### config.mk
export PLATFORM = sky130hd
export DESIGN_NAME = spi_flash_master
export DESIGN_NICKNAME = d
export VERILOG_FILES = /design/src/rtl/spi_flash_pkg.sv /design/src/rtl/spi_flash_master_clk_gen.sv /design/src/rtl/spi_flash_master.sv
export SDC_FILE = /design/constraint.sdc
export NUM_CORES = 1
export LEC_CHECK = 0
export CAP_MARGIN = 20
export CORE_MARGIN = 2
export CORE_UTILIZATION = 35
export DETAILED_ROUTE_END_ITERATION = 16
export RECOVER_POWER = 50
export SYNTH_ARGS = -nofsm -noshare
export SYNTH_HDL_FRONTEND = slang
export SYNTH_SLANG_ARGS = --single-unit
### constraint.sdc
create_clock -name clk -period 8.6 [get_ports clk]
set_input_delay 2.58 -clock clk [delete_from_list [all_inputs] [get_ports clk]]
set_output_delay 2.58 -clock clk [all_outputs]
set_load 0.02 [all_outputs]
### src/rtl/spi_flash_pkg.sv
// rtl/spi_flash_pkg.sv - shared opcodes, JEDEC ID bytes and FSM state type for the SPI flash master
package spi_flash_pkg;

    localparam logic [7:0] OP_READ     = 8'h03;
    localparam logic [7:0] OP_WRDIS    = 8'h04;
    localparam logic [7:0] OP_RDSR     = 8'h05;
    localparam logic [7:0] OP_WREN     = 8'h06;
    localparam logic [7:0] OP_RDID_ALT = 8'h9E;
    localparam logic [7:0] OP_RDID     = 8'h9F;
    localparam logic [7:0] OP_EN4B     = 8'hB7;
    localparam logic [7:0] OP_EX4B     = 8'hE9;
    localparam logic [7:0] OP_LOG      = 8'hF2;

    localparam logic [7:0] JEDEC_MFR   = 8'h20;
    localparam logic [7:0] JEDEC_TYPE  = 8'hBA;
    localparam logic [7:0] JEDEC_CAP   = 8'h19;

    typedef enum logic [2:0] {
        ST_IDLE,
        ST_TRESET,
        ST_SETUP,
        ST_SHIFT,
        ST_HOLD,
        ST_GAP
    } state_e;

endpackage

### src/rtl/spi_flash_master_clk_gen.sv
// rtl/spi_flash_master_clk_gen.sv - half-period counter producing spi_clk and its rise/fall enables
module spi_clk_gen #(
    parameter int CLK_DIV = 2
) (
    input  logic clk_i,
    input  logic reset_i,
    input  logic en_i,
    output logic rise_o,
    output logic fall_o,
    output logic sclk_o
);

    logic [15:0] cnt_q, cnt_d;
    logic        phase_q, phase_d;
    logic        last;

    assign last   = (cnt_q == 16'(CLK_DIV - 1));
    assign rise_o = en_i && !phase_q && last;
    assign fall_o = en_i && phase_q && last;
    assign sclk_o = phase_q;

    // Disabling the generator parks it at the start of a low phase.
    always_comb begin
        cnt_d   = '0;
        phase_d = 1'b0;
        if (en_i) begin
            if (last) begin
                cnt_d   = '0;
                phase_d = !phase_q;
            end else begin
                cnt_d   = cnt_q + 16'd1;
                phase_d = phase_q;
            end
        end
    end

    always_ff @(posedge clk_i or posedge reset_i) begin
        if (reset_i) begin
            cnt_q   <= '0;
            phase_q <= 1'b0;
        end else begin
            cnt_q   <= cnt_d;
            phase_q <= phase_d;
        end
    end

endmodule

### src/rtl/spi_flash_master.sv
// rtl/spi_flash_master.sv - SPI mode-0 initiator issuing flash command frames and target reset pulses
module spi_flash_master
    import spi_flash_pkg::*;
#(
    parameter int CLK_DIV    = 2,
    parameter int CS_GAP     = 4,
    parameter int RST_CYCLES = 16,
    parameter int LEN_W      = 16
) (
    input  logic             clk,
    input  logic             reset,
    input  logic             cmd_valid,
    output logic             cmd_ready,
    input  logic [7:0]       cmd_opcode,
    input  logic             cmd_addr_en,
    input  logic             cmd_addr_4byte,
    input  logic [31:0]      cmd_addr,
    input  logic [LEN_W-1:0] cmd_rd_len,
    input  logic             tgt_reset_req,
    output logic             rx_valid,
    output logic [7:0]       rx_data,
    output logic             done,
    output logic             busy,
    output logic             spi_clk,
    output logic             spi_csel,
    output logic             spi_mosi,
    input  logic             spi_miso,
    output logic             spi_reset
);

    localparam int BITS_MAX = 40 + 8 * ((2 ** LEN_W) - 1);
    localparam int BIT_W    = $clog2(BITS_MAX + 1);
    localparam int DAT_W    = LEN_W + 3;

    state_e             state_q, state_d;
    logic [15:0]        cnt_q, cnt_d;
    logic [BIT_W-1:0]   bits_q, bits_d;
    logic [DAT_W-1:0]   dbits_q, dbits_d;
    logic [38:0]        hdr_q, hdr_d;
    logic [6:0]         sh_q, sh_d;
    logic [7:0]         rx_data_q, rx_data_d;
    logic               mosi_q, mosi_d;
    logic               rx_valid_q, rx_valid_d;
    logic               done_q, done_d;
    logic               rise, fall, sclk;
    logic               in_data, next_in_data;
    logic [BIT_W-1:0]   bits_m1;

    spi_clk_gen #(.CLK_DIV(CLK_DIV)) u_clk_gen (
        .clk_i   (clk),
        .reset_i (reset),
        .en_i    (state_q == ST_SHIFT),
        .rise_o  (rise),
        .fall_o  (fall),
        .sclk_o  (sclk)
    );

    // bits_q counts remaining bits; the last 8*rd_len of them are data bits.
    assign bits_m1      = bits_q - 1'b1;
    assign in_data      = (bits_q <= BIT_W'(dbits_q));
    assign next_in_data = (bits_m1 <= BIT_W'(dbits_q));

    always_comb begin
        state_d    = state_q;
        cnt_d      = cnt_q;
        bits_d     = bits_q;
        dbits_d    = dbits_q;
        hdr_d      = hdr_q;
        sh_d       = sh_q;
        rx_data_d  = rx_data_q;
        mosi_d     = mosi_q;
        rx_valid_d = 1'b0;
        done_d     = 1'b0;
        unique case (state_q)
            ST_IDLE: begin
                if (tgt_reset_req) begin
                    state_d = ST_TRESET;
                    cnt_d   = '0;
                end else if (cmd_valid) begin
                    state_d = ST_SETUP;
                    cnt_d   = '0;
                    bits_d  = BIT_W'({cmd_rd_len, 3'b000})
                            + BIT_W'(cmd_addr_en ? (cmd_addr_4byte ? 40 : 32) : 8);
                    dbits_d = {cmd_rd_len, 3'b000};
                    hdr_d   = cmd_addr_4byte ? {cmd_opcode[6:0], cmd_addr}
                                             : {cmd_opcode[6:0], cmd_addr[23:0], 8'h00};
                    mosi_d  = cmd_opcode[7];
                end
            end
            ST_TRESET: begin
                if (cnt_q == 16'(RST_CYCLES - 1)) begin
                    state_d = ST_GAP;
                    cnt_d   = '0;
                    done_d  = 1'b1;
                end else begin
                    cnt_d = cnt_q + 16'd1;
                end
            end
            ST_SETUP: begin
                if (cnt_q == 16'(CLK_DIV - 1)) begin
                    state_d = ST_SHIFT;
                    cnt_d   = '0;
                end else begin
                    cnt_d = cnt_q + 16'd1;
                end
            end
            ST_SHIFT: begin
                if (rise && in_data) begin
                    sh_d = {sh_q[5:0], spi_miso};
                    if (bits_q[2:0] == 3'b001) begin
                        rx_data_d  = {sh_q, spi_miso};
                        rx_valid_d = 1'b1;
                    end
                end
                if (fall) begin
                    bits_d = bits_m1;
                    hdr_d  = {hdr_q[37:0], 1'b0};
                    mosi_d = next_in_data ? 1'b0 : hdr_q[38];
                    if (bits_q == BIT_W'(1)) begin
                        state_d = ST_HOLD;
                        cnt_d   = '0;
                    end
                end
            end
            ST_HOLD: begin
                if (cnt_q == 16'(CLK_DIV - 1)) begin
                    state_d = ST_GAP;
                    cnt_d   = '0;
                    done_d  = 1'b1;
                end else begin
                    cnt_d = cnt_q + 16'd1;
                end
            end
            ST_GAP: begin
                if (cnt_q == 16'(CS_GAP - 1)) begin
                    state_d = ST_IDLE;
                    cnt_d   = '0;
                end else begin
                    cnt_d = cnt_q + 16'd1;
                end
            end
            default: state_d = ST_IDLE;
        endcase
    end

    always_ff @(posedge clk or posedge reset) begin
        if (reset) begin
            state_q    <= ST_IDLE;
            cnt_q      <= '0;
            bits_q     <= '0;
            dbits_q    <= '0;
            hdr_q      <= '0;
            sh_q       <= '0;
            rx_data_q  <= '0;
            mosi_q     <= 1'b0;
            rx_valid_q <= 1'b0;
            done_q     <= 1'b0;
        end else begin
            state_q    <= state_d;
            cnt_q      <= cnt_d;
            bits_q     <= bits_d;
            dbits_q    <= dbits_d;
            hdr_q      <= hdr_d;
            sh_q       <= sh_d;
            rx_data_q  <= rx_data_d;
            mosi_q     <= mosi_d;
            rx_valid_q <= rx_valid_d;
            done_q     <= done_d;
        end
    end

    // Chip select decodes straight from state so reset raises it without waiting for a clock.
    assign spi_csel  = !(state_q inside {ST_SETUP, ST_SHIFT, ST_HOLD});
    assign spi_reset = (state_q == ST_TRESET);
    assign cmd_ready = (state_q == ST_IDLE);
    assign busy      = (state_q != ST_IDLE);
    assign spi_clk   = sclk;
    assign spi_mosi  = mosi_q;
    assign rx_valid  = rx_valid_q;
    assign rx_data   = rx_data_q;
    assign done      = done_q;

endmodule

==> results.md, run 1 <==
* Run status: complete, but fails checks
* Violated checks: capacitance limit, slew limit
* Top post-synthesis cells by count: dfrtp_1 (129), nand2_1 (115), nor2_1 (89)
* Core Box Area at about 22,000 um2
* CP Max Fanout at 95
* Slowest CP cell: clkbuf_1
* Worst Skew at 7.44 ps
* Final setup vio count at 0
* Flop-to-flop setup slack at between 2000 and 3000 ps
* Largest net degree at the start of global routing at 96
* Setup_tns at 0 ps
* Largest cells by area after synthesis: dfrtp_1 (42%), ha_1 (7.0%), nand2_1 (5.6%)
* Synth warn at 0
* Post-Syn Nets at 982
* Pre-CTS setup slack at approximately 2900 ps
* Clk_lat worst skew at around 420 ps
* Count leader, synth: dfrtp_1
* Crit-path leading delay family: buffers and inverters
* FF+latch count, synth at approximately 130
* Max Cap Violations at 3
* Delay of the slowest critical-path stage at about 2800 ps
* CP Class: reg2reg
* DR vias at ~6,300
* CP Cell Sequence: inv_1, nor3_1, clkbuf_1, a21boi_0, buf_12, nand3_1, o211ai_1
* Hold path startpoint: hdr_q[13]$_DFFE_PP0P_
* Placed Cells at around 1,200
* CTS tree: done
* Die Wd at 152 um
* Hold Violations, Final at 0
* Area growth syn-to-layout at 21.1%
* Max_slew headroom at -169%
* Pwr/cell area at 313 nW/um2
* Register area share after synthesis at a little over two fifths
* Initial detailed-routing violation count at 416
* Worst VDD drop at roughly 210 uV
* Final Core Density at a little over two fifths
* Non-Filler Instances at 1,222
* Hold buffer count at cts at 0
* CTS Buf Count at 17
* Post-Synthesis Cells at roughly 880
* Worst EP required at 8880 ps
* Number of synthesized flops with an enable pin at 0
* Share of layout cells above drive strength 1 at 6.16%
* Worst Setup End Kind: flop
* Distinct cells, synth at slightly above 60
* Final net count at slightly above 1,000
* HP Class: reg2reg
* Final HPWL DP at 13,000 um
* Reg-to-reg critical path endpoint: bits_q[17]$_DFFE_PP0P_
* Vias/cell at 5.18
* Initial Utilization at approximately 35%
* Worst Path Arrival at ~6000 ps
* Tcrit/Tclk final at 66.6%
* Top_reg_cell synth: dfrtp_1
* Grt ovf at 0
* Post-CTS resize count at 0
* Register area at 3230 um2
* WP buf/inv at 3
* Worst hold path cell count at 2
* RSZ-0062 raised after global routing: false
* Filler cells at 2,120
* GRT Total Usage at 16.9%
* Tightest Pin Transition at slightly above 4000 ps
* Wirelength per Cell at between 15 and 20 um
* Leak Pwr at about 4 nW
* Initial antenna violation count at 0
* Share of the synthesized area in the top cell type at between 40% and 50%
* Post-synth ARST share at 100%
* Max-slew violation count at 208
* Die area at between 20,000 and 25,000 um2
* Average cell area after synthesis at between 8 and 9 um2
* RD Place Congestion at ~0.8
* Area of the multi-input gates at around 4100 um2
* F_max at between 0.15 and 0.2 GHz
* DIE HEIGHT at 152 um
* Clock transition at the registers of the reported paths at about 60 ps
* Vias in the first global route at 6,096
* Global-route wire length before repair at 32,300 um
* Setup WS post-layout at between 2000 and 3000 ps
* Core Rows at 54
* Router iterations before antenna repair at 4
* Post-DRT Antenna Nets at 0
* Startpoint type of the worst setup path: flop
* Reg2Reg Launch Point: state_q[1]$_DFFE_PP0P_
* DRC at 0
* Clk buf depth at 2
* # diodes at 0
* Htree depth at 4
* Clk sink count at approximately 130
* Setup Fix Bufs, Post-CTS at 0
* Hold EP: hdr_q[13]$_DFFE_PP0P_
* Leading area contributor after synthesis: dfrtp_1
* Port Buf Inserts at 78
* Io pins at slightly below 80
* Worst r2r path cells at 7
* Drt total wl at 19,100 um
* Netlist Area Pre-Place at between 7000 and 8000 um2
* Clock Tree Root: clkbuf_16
* Tmin final at 5730 ps
## per-stage QoR
step / power [mW] / hold slack (ps) / instance area, um2
floorplan: 1.81 / 450 / 7690
global placement: 2.10 / 462 / 8670
detailed placement: 2.12 / 471 / 8670
CTS: 2.94 / 484 / 9320
global route: 3.17 / 504 / 9310
finish: 2.91 / 480 / 9310
## cell type report
| cell class | count | area share, % |
|---|---|---|
| Clock buffer | 19 | 4.76 |
| Sequential cell | 129 | 34.7 |
| Multi-Input combinational cell | 668 | 44.5 |
| Timing Repair Buffer | 83 | 8.87 |
| Tap cell | 280 | 3.76 |
| Inverter | 30 | 1.22 |
| Clock inverter | 13 | 2.22 |
## metal layers
metal  GRT usage (%)  share of wire [%]
met1            24.7                 50
met2            25.7                 45
met3            3.87                4.0
met4            3.65               0.73
met5               0                  0
## registers in the layout, summed over array words and instances (netlist names), 3 cells and up
register	flops
state_q	3
cnt_q	16
sh_q	7
bits_q	20
rx_data	8
u_clk_gen.cnt_q	16
hdr_q	39
dbits_q	16
## cell families (layout without fill, tap and decap cells)
kind of cell               count (synthesis)  in the layout  synth area share, %
xor gates and xnor gates                  45             45                 5.13
DFF                                      129            129                 42.0
adders and majority gates                 43             43                 7.00
muxes                                     41             41                 5.58
and+or+nand+nor                          331            331                 20.3
AOI/OAI and AO/OA                        208            208                 15.9
buffers and inverters                     79            145                 4.04
## where the power goes
part | switching (mW) | internal, mW | total [mW]
registers | 0.197 | 0.812 | 1.01
logic | 0.639 | 0.459 | 1.10
clock network | 0.285 | 0.523 | 0.808
## tightest hold or removal path: cells and delay by family, from the launching register on
family          cells  cell delay [ps]
simple gates        1               40
flops               1              340
compound gates      1               60
## placed cells by master, fill, tap and decap left out, types with 3 or more instances in the layout
cell,n
clkinv_2,3
nor3_1,17
and2_1,5
o21ai_0,72
nand2_1,115
dlygate4sd3_1,14
mux2i_1,26
nor3b_1,4
o211ai_1,3
a211oi_1,3
a31oi_1,23
inv_1,29
nor4_1,11
a21oi_1,61
clkbuf_16,17
and3_1,7
nand2b_1,7
and4_1,3
nand4_1,16
xor2_1,21
mux2_2,14
clkdlybuf4s50_1,63
dfrtp_1,129
bufinv_16,5
nor2_1,89
xnor2_1,24
a41oi_1,5
or3_1,6
a21o_1,10
ha_1,43
nand3_1,38
o22ai_1,8
## worst max path at each step
stage / start / end / slack (ps) / cells past startpoint
finish: state_q[1]$_DFFE_PP0P_ / bits_q[17]$_DFFE_PP0P_ / 2870 / 7
global route: state_q[1]$_DFFE_PP0P_ / u_clk_gen.cnt_q[11]$_DFF_PP0_ / 1970 / 5
CTS: tgt_reset_req / dbits_q[9]$_DFFE_PP0P_ / 3360 / 7
detailed placement: tgt_reset_req / dbits_q[9]$_DFFE_PP0P_ / 2910 / 7
global placement: tgt_reset_req / dbits_q[5]$_DFFE_PP0P_ / 3000 / 7
floorplan: reset / bits_q[0]$_DFFE_PP0P_ / 2580 / 1
Note: power is estimated with default switching activity, not from simulation.
==> run 2: changes to the inputs <==
==> constraint.sdc (replaced) <==
create_clock -name clk -period 5.09 [get_ports clk]
set_input_delay 1.527 -clock clk [delete_from_list [all_inputs] [get_ports clk]]
set_output_delay 1.527 -clock clk [all_outputs]
set_load 0.02 [all_outputs]
==> run 2 against run 1 <==
  * Global-route usage down 0.18 points
  * Critical path type is now in2reg
  * Die area did not move
  * The run still ends with capacitance limit, slew limit left
  * Final cell count increased by 0.16%
  * Worst setup slack worse by 1600 ps
  * Wire length is 0.26% lower
  * Register-to-register slack worse by 1400 ps
==> results.md, run 2 (synthesis results as in run 1) <==
* Max-slew violation count at 46 (-78%)
* Port Buf Inserts at 78 (unchanged)
* Max FFs per register at 39 (unchanged)
* Hold path startpoint: hdr_q[13]$_DFFE_PP0P_
* DRC at 0 (unchanged)
* Htree depth at 4 (unchanged)
* Vias in the first global route at 6,228 (+2.2%)
* HP Class: reg2reg
* Grt ovf at 0 (unchanged)
* Final instance area at 9400 um2 (+0.95%)
* Initial antenna violation count at 0 (unchanged)
* Area growth syn-to-layout at 22.2%
* Final HPWL DP at 13,400 um (+3.0%)
* Largest net degree at the start of global routing at 96 (unchanged)
* Post-DRT Antenna Nets at 0 (unchanged)
* # diodes at 0 (unchanged)
* Tcrit/Tclk final at between 70% and 80%
* CP Cell Sequence: dlygate4sd3_1, or4b_1, a21oi_1, a21boi_4, buf_4, nand2_1, o21ai_0
* CTS Buf Count at 17 (unchanged)
* Filler cells at 2,109 (-0.52%)
* Initial Utilization at 35.5% (unchanged)
* CP Class: in2reg
* Io pins at 79 (unchanged)
* CTS tree: done
* Setup Fix Bufs, Post-CTS at 0 (unchanged)
* DR vias at 6,317 (-0.19%)
* Share of layout cells above drive strength 1 at 6.67% (+0.52 points)
* Post-CTS resize count at 0 (unchanged)
* Final net count at 1,038 (+0.29%)
* Max Cap Violations at 1 (-2)
* Router iterations before antenna repair at 5 (+1)
* Drt total wl at 19,000 um (-0.26%)
* Violated checks: capacitance limit, slew limit
* Hold buffer count at cts at 0 (unchanged)
* Met3 Use GR at 3.61% (-0.26 points)
* Tightest Pin Transition at 2240 ps (-1790 ps)
* Wirelength per Cell at 15.5 um (-0.42%)
* Die area at 23,200 um2 (unchanged)
* Most common cell after layout, fill and taps aside: dfrtp_1
* Clock transition at the registers of the reported paths at 60 ps (about the same)
* Slowest CP cell: dlygate4sd3_1
* WP buf/inv at 2 (-1)
* Crit-path leading delay family: compound AO/OA/AOI/OAI gates
* Worst Setup SP: tgt_reset_req
* Pwr/cell area at 535 nW/um2 (+71%)
* CP Max Fanout at 34 (-64%)
* Most frequent cells in the layout: dfrtp_1 (129), nand2_1 (115), nor2_1 (88), clkdlybuf4s50_1 (75), o21ai_0 (72)
* Run status: complete, but fails checks
* Startpoint type of the worst setup path: input pin
* Worst EP required at 5410 ps (-3470 ps)
* Placed Area at 8720 um2 (+0.58%)
* Worst Setup End Kind: flop
* Final setup vio count at 0 (unchanged)
* Setup_tns at 0 ps (unchanged)
* Global-route wire length before repair at 32,200 um (-0.47%)
* Clock Tree Root: clkbuf_16
* Worst Path Arrival at 4150 ps (-1860 ps)
* DIE HEIGHT at 152 um (unchanged)
* GR Util met2 at 26.6% (+0.92 points)
* Core Box Area at 21,700 um2 (unchanged)
* Vias/cell at 5.16 (-0.35%)
* GRT Total Usage at 16.7% (-0.18 points)
* Core Rows at 54 (unchanged)
* Hold Violations, Final at 0 (unchanged)
* Tmin final at roughly 3800 ps
* RD Place Congestion at 0.813 (+1.6%)
* Worst Skew at 9.82 ps (+2.38 ps)
* Reg2Reg Launch Point: bits_q[0]$_DFFE_PP0P_
* GR peak layer: met2
* Biggest regs: hdr_q: 39 flops, bits_q: 20 flops
* M1 GR Usage at 23.8% (-0.94 points)
* Delay of the slowest critical-path stage at 580 ps (-2250 ps)
* Area of the multi-input gates at 4170 um2 (+0.73%)
* RSZ-0062 raised after global routing: false
* Worst VDD drop at 330 uV (+58%)
* Clk_lat worst skew at 420 ps (about the same)
* PnR Total Power at 5.03 mW (+72%)
* Clk buf depth at 2 (unchanged)
* Largest register by flop count: hdr_q
* Final Core Density at 43.3% (+0.41 points)
* Leak Pwr at 4.08 nW (+0.33%)
* Die Wd at 152 um (unchanged)
* Register area at 3230 um2 (unchanged)
* Clk sink count at 129 (unchanged)
* Initial detailed-routing violation count at 333 (-20%)
* Max_slew headroom at -49.9% (+120 points)
* F_max at about 0.26 GHz
==> run 2: where the power goes <==
group          switching [mW]  internal [mW]  total, mW  leakage [nW]
Combinational            1.10          0.774       1.87          2.10
Clock                   0.456          0.992       1.45         0.338
Sequential              0.337           1.37       1.71          1.64
==> run 2: cell type report <==
type / count / area share [%]
Multi-Input combinational cell: 668 / 44.4
Sequential cell: 129 / 34.3
Timing Repair Buffer: 86 / 8.99
Clock buffer: 21 / 4.90
Tap cell: 280 / 3.73
Clock inverter: 10 / 2.44
Inverter: 30 / 1.21
==> run 2: stage by stage <==
stage / hold WS, ps / std cells / setup slack (ps)
floorplan: 450 / 876 / 122
global placement: 463 / 1193 / 1020
detailed placement: 471 / 1193 / 973
CTS: 484 / 1224 / 1380
global route: 515 / 1224 / 1080
finish: 481 / 1224 / 1260
==> run 2: worst min-delay path, cell delays in order (launching register included) <==
cell and delay [ps]:
dfrtp_1 340, nand2_1 40, o21ai_0 60
==> run 2: routing by layer <==
metal  share of wire, %  up-vias  wire length (um)
met4               0.69        0               132
met3                3.3        9               635
met1                 50     2994              9500
met2                 46      107              8760
met5                  0        -                 0
li1                   -     3207                 -
==> run 2: final timing paths <==
check / to / slack, ps / cells past startpoint
max in group asynchronous: bits_q[16]$_DFFE_PP0P_ / 1550 / 3
hold / removal: hdr_q[13]$_DFFE_PP0P_ / 480 / 2
setup / recovery: bits_q[2]$_DFFE_PP0P_ / 1260 / 7
hold reg to reg: hdr_q[13]$_DFFE_PP0P_ / 480 / 2
min in group asynchronous: rx_data[0]$_DFFE_PP0P_ / 2160 / 2
setup reg to reg: spi_mosi$_DFFE_PP0P_ / 1420 / 13
